$ cat config.mk
export PLATFORM = sky130hd
export DESIGN_NAME = movegen_scheduler
export DESIGN_NICKNAME = d
export VERILOG_FILES = /design/src/rtl/movegen_scheduler.sv
export SDC_FILE = /design/constraint.sdc
export NUM_CORES = 1
export LEC_CHECK = 0
export ABC_AREA = 1
export CAP_MARGIN = 10
export CORE_MARGIN = 3
export CORE_UTILIZATION = 35
export CTS_CLUSTER_DIAMETER = 40
export DETAILED_ROUTE_END_ITERATION = 6
export GPL_TIMING_DRIVEN = 0
export PLACE_DENSITY = 0.77
export SLEW_MARGIN = 15
export SYNTH_ARGS = -nofsm -noshare
export SYNTH_HDL_FRONTEND = slang
export SYNTH_SLANG_ARGS = --single-unit
$ cat constraint.sdc
create_clock -name clk -period 2.25 [get_ports clk]
set_input_delay 0.45 -clock clk [delete_from_list [all_inputs] [get_ports clk]]
set_output_delay 0.45 -clock clk [all_outputs]
set_load 0.05 [all_outputs]
$ cat src/rtl/movegen_scheduler.sv
// movegen_scheduler: walks squares 0..63 for the side to move, dispatches the
// piece-move generator once per own piece and turns its candidate targets into
// a flat (from, to) move stream with a saturating move count.
package movegen_pkg;
   typedef enum logic [2:0] {
      EMPTY  = 3'd0,
      PAWN   = 3'd1,
      KNIGHT = 3'd2,
      BISHOP = 3'd3,
      ROOK   = 3'd4,
      QUEEN  = 3'd5,
      KING   = 3'd6
   } piece_t;

   typedef enum logic {
      WHITE = 1'b0,
      BLACK = 1'b1
   } color_t;

   typedef struct packed {
      color_t color;
      piece_t piece;
   } fullpiece_t;
endpackage

module movegen_scheduler
   import movegen_pkg::*;
#(
   parameter int TIMEOUT = 64,
   parameter int COUNT_W = 8
) (
   input  logic               clk,
   input  logic               reset,
   input  logic               start,
   input  color_t             side,
   input  fullpiece_t [63:0]  board,
   output logic               busy,
   output logic               done,
   output logic               error,
   output logic [COUNT_W-1:0] move_count,
   output logic               move_valid,
   output logic [5:0]         move_from,
   output logic [5:0]         move_to,
   output logic               gen_req,
   output logic [5:0]         gen_from,
   output piece_t             gen_piece,
   input  logic               gen_ack,
   input  logic               gen_valid,
   input  logic [5:0]         gen_position
);

   localparam int TMO_W = $clog2(TIMEOUT);

   typedef enum logic [2:0] {
      IDLE    = 3'd0,
      SCAN    = 3'd1,
      REQ     = 3'd2,
      RELEASE = 3'd3,
      DONE    = 3'd4
   } state_t;

   state_t             state_q, state_d;
   logic [5:0]         sq_q, sq_d;
   color_t             side_q, side_d;
   logic [5:0]         gen_from_q, gen_from_d;
   piece_t             gen_piece_q, gen_piece_d;
   logic [TMO_W-1:0]   tmo_q, tmo_d;
   logic               error_q, error_d;
   logic [COUNT_W-1:0] move_count_q, move_count_d;
   logic               move_valid_q, move_valid_d;
   logic [5:0]         move_from_q, move_from_d;
   logic [5:0]         move_to_q, move_to_d;

   fullpiece_t cur_sq;
   logic       own_piece;
   logic       last_sq;
   logic       tmo_expired;

   assign cur_sq      = board[sq_q];
   assign own_piece   = (cur_sq.piece != EMPTY) && (cur_sq.color == side_q);
   assign last_sq     = (sq_q == 6'd63);
   // An ack in the final allowed cycle is honoured rather than treated as a timeout
   assign tmo_expired = (tmo_q == TMO_W'(TIMEOUT - 1)) && !gen_ack;

   // State register
   always_ff @(posedge clk) begin
      if (reset) begin
         state_q <= IDLE;
      end else begin
         state_q <= state_d;
      end
   end

   // Next-state logic: one square per SCAN cycle, 4-phase handshake in REQ/RELEASE
   always_comb begin
      state_d = state_q;
      case (state_q)
         IDLE:    if (start) state_d = SCAN;
         SCAN: begin
            if (own_piece)    state_d = REQ;
            else if (last_sq) state_d = DONE;
         end
         REQ:     if (gen_ack || tmo_expired) state_d = RELEASE;
         RELEASE: if (!gen_ack) state_d = last_sq ? DONE : SCAN;
         DONE:    state_d = IDLE;
         default: state_d = IDLE;
      endcase
   end

   // Output decode: handshake and status strobes follow the state directly
   always_comb begin
      busy    = 1'b0;
      done    = 1'b0;
      gen_req = 1'b0;
      case (state_q)
         SCAN, RELEASE: busy = 1'b1;
         REQ: begin
            busy    = 1'b1;
            gen_req = 1'b1;
         end
         DONE:    done = 1'b1;
         default: ;
      endcase
   end

   // Datapath next values: square walk, dispatch capture, move tagging, timeout
   always_comb begin
      sq_d         = sq_q;
      side_d       = side_q;
      gen_from_d   = gen_from_q;
      gen_piece_d  = gen_piece_q;
      tmo_d        = tmo_q;
      error_d      = error_q;
      move_count_d = move_count_q;
      move_valid_d = 1'b0;
      move_from_d  = move_from_q;
      move_to_d    = move_to_q;
      case (state_q)
         IDLE: begin
            if (start) begin
               side_d       = side;
               sq_d         = 6'd0;
               move_count_d = '0;
               error_d      = 1'b0;
            end
         end
         SCAN: begin
            if (own_piece) begin
               gen_from_d  = sq_q;
               gen_piece_d = cur_sq.piece;
               tmo_d       = '0;
            end else if (!last_sq) begin
               sq_d = sq_q + 6'd1;
            end
         end
         REQ: begin
            if (gen_valid) begin
               move_valid_d = 1'b1;
               move_from_d  = gen_from_q;
               move_to_d    = gen_position;
               if (move_count_q != {COUNT_W{1'b1}}) begin
                  move_count_d = move_count_q + COUNT_W'(1);
               end
            end
            if (!gen_ack) begin
               if (tmo_expired) error_d = 1'b1;
               else             tmo_d   = tmo_q + TMO_W'(1);
            end
         end
         RELEASE: begin
            if (!gen_ack && !last_sq) sq_d = sq_q + 6'd1;
         end
         default: ;
      endcase
   end

   // Datapath registers
   always_ff @(posedge clk) begin
      if (reset) begin
         sq_q         <= 6'd0;
         side_q       <= WHITE;
         gen_from_q   <= 6'd0;
         gen_piece_q  <= EMPTY;
         tmo_q        <= '0;
         error_q      <= 1'b0;
         move_count_q <= '0;
         move_valid_q <= 1'b0;
         move_from_q  <= 6'd0;
         move_to_q    <= 6'd0;
      end else begin
         sq_q         <= sq_d;
         side_q       <= side_d;
         gen_from_q   <= gen_from_d;
         gen_piece_q  <= gen_piece_d;
         tmo_q        <= tmo_d;
         error_q      <= error_d;
         move_count_q <= move_count_d;
         move_valid_q <= move_valid_d;
         move_from_q  <= move_from_d;
         move_to_q    <= move_to_d;
      end
   end

   assign error      = error_q;
   assign move_count = move_count_q;
   assign move_valid = move_valid_q;
   assign move_from  = move_from_q;
   assign move_to    = move_to_q;
   assign gen_from   = gen_from_q;
   assign gen_piece  = gen_piece_q;

endmodule

# Yosys cells after proc, flatten, opt, wreduce, memory -nomap -nowiden
# Index checks and enable logic that the tools add are counted.
[op_classes] n_eq_ne=21 n_div=0 addsub=3 n_mul=0 n_shift=0 n_reduce_logical=21 bitwise_logic=1 mux=30 n_lt_le_gt_ge=1
[ops] cell="$mux 6" n=7
[ops] cell="$bmux 4 s6" n=1
[ops] cell="$mux 8" n=3
[ops] cell="$ne 2x2->1 const B" n=12
[ops] cell="$mux 3" n=6
[ops] cell="$pmux 6 s3" n=1
[ops] cell="$pmux 8 s2" n=1
[ops] cell="$reduce_and 4->1" n=4
[ops] cell="$add 6x1->6 const B" n=2
[ops] cell="$eq 6x6->1 const B" n=2
[ops] cell="$pmux 3 s4" n=1
[ops] cell="$pmux 6 s2" n=1
[ops] cell="$add 8x1->8 const B" n=1
[ops] cell="$ne 8x8->1 const B" n=1
[ops] cell="$lt 6x7->1 const B" n=1
[ops] cell="$mux 1" n=7
[ops] cell="$eq 3x2->1 const B" n=2
[ops] cell="$reduce_and 2->1" n=3
[ops] cell="$reduce_bool 3->1" n=2
[ops] cell="$reduce_and 5->1" n=1
[ops] cell="$mux 4" n=1
[ops] cell="$reduce_bool 2->1" n=2
[ops] cell="$eq 3x1->1 const B" n=1
[ops] cell="$eq 3x3->1 const B" n=1
[ops] cell="other kinds (10)" n=13
[word_totals] in_bits=268 output_inout_bits=34 latchBits=0 mem_count=0 register_bits=47 ramBits=0 rom_bits=0

# Logic depth before layout (Yosys ltp)
[logic_depth] word_depth=6 depth_mapped=22 ltp_nobuf=20

# Worst setup path before layout
# OpenSTA, ideal clock, no wires.
[synth_path] path_type="register to register" from="register move_count_q[0], in the netlist move_count[0]" to="register move_count_q[7], in the netlist move_count[7]" n_path_buf=0 path_slack_ps=-22 arrival_time_ps=2127 path_stages_with_launch=12 path_cell_list="dfxtp_1 -> ha_1 -> nand2_1 -> nor3_1 -> nand3_1 -> a21oi_1 -> nor2_1 -> inv_1 -> nor2_1 -> and3_1 -> o21ai_0 -> a21oi_1"
[synth_via] elab_chain_len=4 word_cells_on_any_way=7
[synth_rtl] item="from (decl)" line="69" source="logic [COUNT_W-1:0] move_count_q, move_count_d;"
[synth_rtl] item="from (signal assigned)" line="197" source="move_count_q <= move_count_d;"
[synth_rtl] item="$add 8x1->8" line="162" source="move_count_d = move_count_q + COUNT_W'(1);"
[synth_rtl] item="$mux 8" line="161" source="if (move_count_q != {COUNT_W{1'b1}}) begin"
[synth_rtl] item="$mux 8" line="157" source="if (gen_valid) begin"
[synth_rtl] item="$pmux 8 s2" line="138" source="case (state_q)"
# Parallel ways exist; a longest one is shown, timed or not. The select of a mux whose other input is x is not followed.
# A chain may end at the register's enable or synchronous reset.

# Final worst setup path
[layout_path] from="register sq_q[0]" to="register gen_piece_q[1], in the netlist gen_piece[1]"
[layout_via] elab_chain_len=5 word_cells_on_any_way=6
[layout_rtl] item="from (decl)" line="63" source="logic [5:0] sq_q, sq_d;"
[layout_rtl] item="from (signal assigned)" line="191" source="sq_q <= sq_d;"
[layout_rtl] item="$bmux 4 s6 (*)" line="79" source="assign cur_sq = board[sq_q];"
[layout_rtl] item="$mux 4 (not written as such) (*)" line="79"
[layout_rtl] item="$reduce_bool 3->1 or $eq 1x1->1 (tied branches)" line="80" source="assign own_piece = (cur_sq.piece != EMPTY) && (cur_sq.color == side_q);"
[layout_rtl] item="$logic_and 1x1->1" line="80"
[layout_rtl] item="$reduce_and 2->1 (no line)"
[layout_rtl] item="to (signal assigned)" line="194" source="gen_piece_q <= gen_piece_d;"
[layout_rtl] item="to (decl)" line="66" source="piece_t gen_piece_q, gen_piece_d;"
# Every way passes the cells marked *; elsewhere a longest branch is shown, timed or not. The select of a mux whose other input is x is not followed.

==> results.toml <==
[outcome]
outcome = "finished, violations left"
violations = "negative setup slack"

[power]
p_seq_share_pct = 14.0
switchingPower_mw = 4.308
p_leak_nw = 4.217
p_clk_share_pct = 8.9
power_switching_share_pct = 49.71
internal-power_mw = 4.358
pwr-share-comb_pct = 77.1
power_density_nw_per_um2 = 933.4
ir_drop_uv = 437.6
power_mw = 8.666

[synth]
synth_seq_area_share_pct = 18.88
yosysTopAreaCell = "nand2_1"
yosys.cell_types.count = 30
ys_top_cells_by_area = "nand2_1 26%, dfxtp_1 19%, nand3_1 17%"
async_reset_ff_share_pct = 0
yosysTopAreaCellShare_pct = 25.98
syn_nets = 1221
syn_area_per_cell_sq_um = 5.247
synth_seq_cells = 47
synth_edf_count = 0
syn_area_sq_um = 4985
yosys_warnings = 0
synth_cells = 950
synth_common_cells = "345 x nand2_1, 169 x nand3_1, 112 x nor2_1"
yosys_most_used_dff = "dfxtp_1"
synth_most_common_cell = "nand2_1"

[timing]
slew_headroom_pct = 63.73
fin_worst_skew_ns = 0.004701
layout_setup_ws_ns = -0.1331
rsz0062_at_grt = "true"
hold_slack_ns = 0.4833
finalSetupViolations = 23
fin_crit_ns = 2.383
setup_tns_ns = -1.504
hold_violations = 0
tightest_slew_ns = 0.5424
drv_slew = 0
fmax_ghz = 0.4196
period_share_pct = 105.9

[clocking]
clock_path_buffers = 2
clockRootBuffer = "clkbuf_16"
cts_sinks = 47
h-tree-depth = 2
cts_tree = "yes"
worstSkewPairLatency_ns = 0.29
cts_buffers = 5
clk_pin_slew_worst_paths_ns = 0.06

[worst_setup_path]
endpoint_kind = "flop"
crit_family = "simple AND/OR/NAND/NOR gates"
worstSetupPathType = "reg2reg"
crit_top_cell = "nand2_1"
crit_path_max_fanout = 8
cp_data_required_time_ns = 2.46
cp_num_buf_inv = 7
worstPathArrival_ns = 2.59
cp-start-kind = "flop"
critPathSlowestCell = "dfxtp_2"
worstPathCellList = "buf_8 > inv_8 > clkbuf_16 > clkbuf_16 > nand2_1 > nand3_2 > nand3_2 > nand2_2 > nand2_1 > nand3_2 > nand3_2 > nand2_1 > nand2_1 > nand2_1 > inv_2 > nand3_4 > inv_6 > buf_6 > nand2_1 > a21oi_1"
slowest_delay_ns = 0.35

[drt]
postRouteAntennaNets = 0
remaining_drc_errors = 0
vias = 7538
viasPerCell = 5.163
wl_per_cell_um = 18.04
firstDrtPassIters = 5
drt_wl_total_um = 26340
drtIter0Drc = 641

[placed_design]
gp_congestion = 0.9446
hpwlAfterDp_um = 20110
port_buffers = 301

[global_routing]
grt-busiest-layer = "met2"
use_met1_pct = 37.69
grt.total_usage_pct = 30.87
grt_max_degree = 14
grt_pass1_wl_um = 38880
gr-usage-met3_pct = 6.098
gr-total-overflow = 0
grt_pass1_vias = 7187
antenna_found_initial = 4
use_met2_pct = 54.29

[layout]
fin_nets = 1551
drive_gt1_share_pct = 13.04
num-fill-cells = 1261
area_growth_pct = 86.27

[floorplanning]
initial_utilization_pct = 36.77
num_rows = 42
dieArea_sq_um = 15710
die_height_um = 125.3
coreArea_sq_um = 13560
die_x_um = 125.3
ioPinCount = 302

[worst_hold_path]
min_path_type = "reg2reg"

[run]
cap_viol_max_count = 0
==> registers in the layout, indices dropped and copies added (netlist names) <==
name,count
gen_from,6
move_to,6
gen_piece,3
error,1
move_from,6
tmo_q,6
move_count,8
sq_q,6
side_q,1
move_valid,1
state_q,3
==> kinds of logic (layout without fill, tap and decap cells) <==
| logic type | count (synthesis) | count (layout) | share of synthesized area (%) |
|---|---|---|---|
| adders and majority gates | 3 | 3 | 0.7531 |
| xor gates and xnor gates | 2 | 2 | 0.3515 |
| other | 0 | 3 | 0 |
| buffers and inverters | 149 | 480 | 14.81 |
| AOI/OAI and AO/OA | 106 | 106 | 11.37 |
| DFF | 47 | 47 | 18.88 |
| and+or+nand+nor | 643 | 643 | 53.84 |
==> layout make-up <==
cell class | instances | area [sq um] | area share (%)
inverter | 88 | 357.8 | 3.854
timing repair buffer | 323 | 3415 | 36.77
sequential | 47 | 944.7 | 10.17
clock buffer | 8 | 156.4 | 1.684
multi-input combinational | 754 | 3581 | 38.57
tap | 176 | 220.2 | 2.372
antenna | 3 | 7.507 | 0.08085
buffer | 61 | 603.1 | 6.495
==> cells in the final DEF (no fill, tap or decap), drive strengths merged, types with 3 or more instances in the layout <==
cell type,netlist,layout
diode,0,3
o211ai,11,11
nand3,171,171
clkinv,4,3
nor2,112,112
dfxtp,47,47
o21ai,63,63
clkbuf,11,27
nor3,6,6
a21oi,29,29
inv,84,85
nand2,347,347
buf,50,64
ha,3,3
clkdlybuf4s50,0,299
==> repair_timing <==
| action | in CTS | in global routing |
|---|---|---|
| setup endpoints to repair | 25 | 37 |
| setup buffers | 8 | 1 |
| pin swaps | 40 | 33 |
| cloned | 5 | 8 |
| gates resized for setup | 97 | 67 |
| hold buffers | 0 | 0 |
==> power by group through the flow <==
stage | registers [mW] | logic [mW] | clock network, mW
CTS | 1.20 | 5.95 | 0.778
global route | 1.24 | 7.21 | 0.814
detailed placement | 1.21 | 5.24 | 0
finish | 1.22 | 6.68 | 0.771
global placement | 1.21 | 5.18 | 0
floorplan | 1.61 | 3.08 | 0
==> layer usage <==
metal	routed length (um)	up-vias
li1	-	3706
met2	12680	398
met4	1002	0
met3	2109	68
met1	10550	3366
met5	0	-
==> worst min-delay path: stages, from the launching register on <==
cell     delay, ns
dfxtp_1       0.32
nor2_1        0.05
nor2_1        0.08
==> through the flow <==
stage	util (%)	cell area, sq um	std cells	setup WS [ns]
6_report	68.48	9285	1460	-0.1331
5_1_grt	68.48	9285	1460	-0.2807
4_1_cts	65.14	8832	1448	-0.02994
3_5_place_dp	60.63	8220	1427	-0.3928
3_3_place_gp	60.63	8220	1427	-0.3583
2_1_floorplan	-	4987	950	0.07470
==> path summary, 6_finish.rpt <==
check          startpoint            to  slack, ns  cells after the start
min          move_from[2]  move_from[2]       0.48                      2
max reg2reg       sq_q[0]  gen_piece[1]      -0.13                     20
max               sq_q[0]  gen_piece[1]      -0.13                     20
min reg2reg  move_from[2]  move_from[2]       0.48                      2
Note: power is estimated with default switching activity, not from simulation.
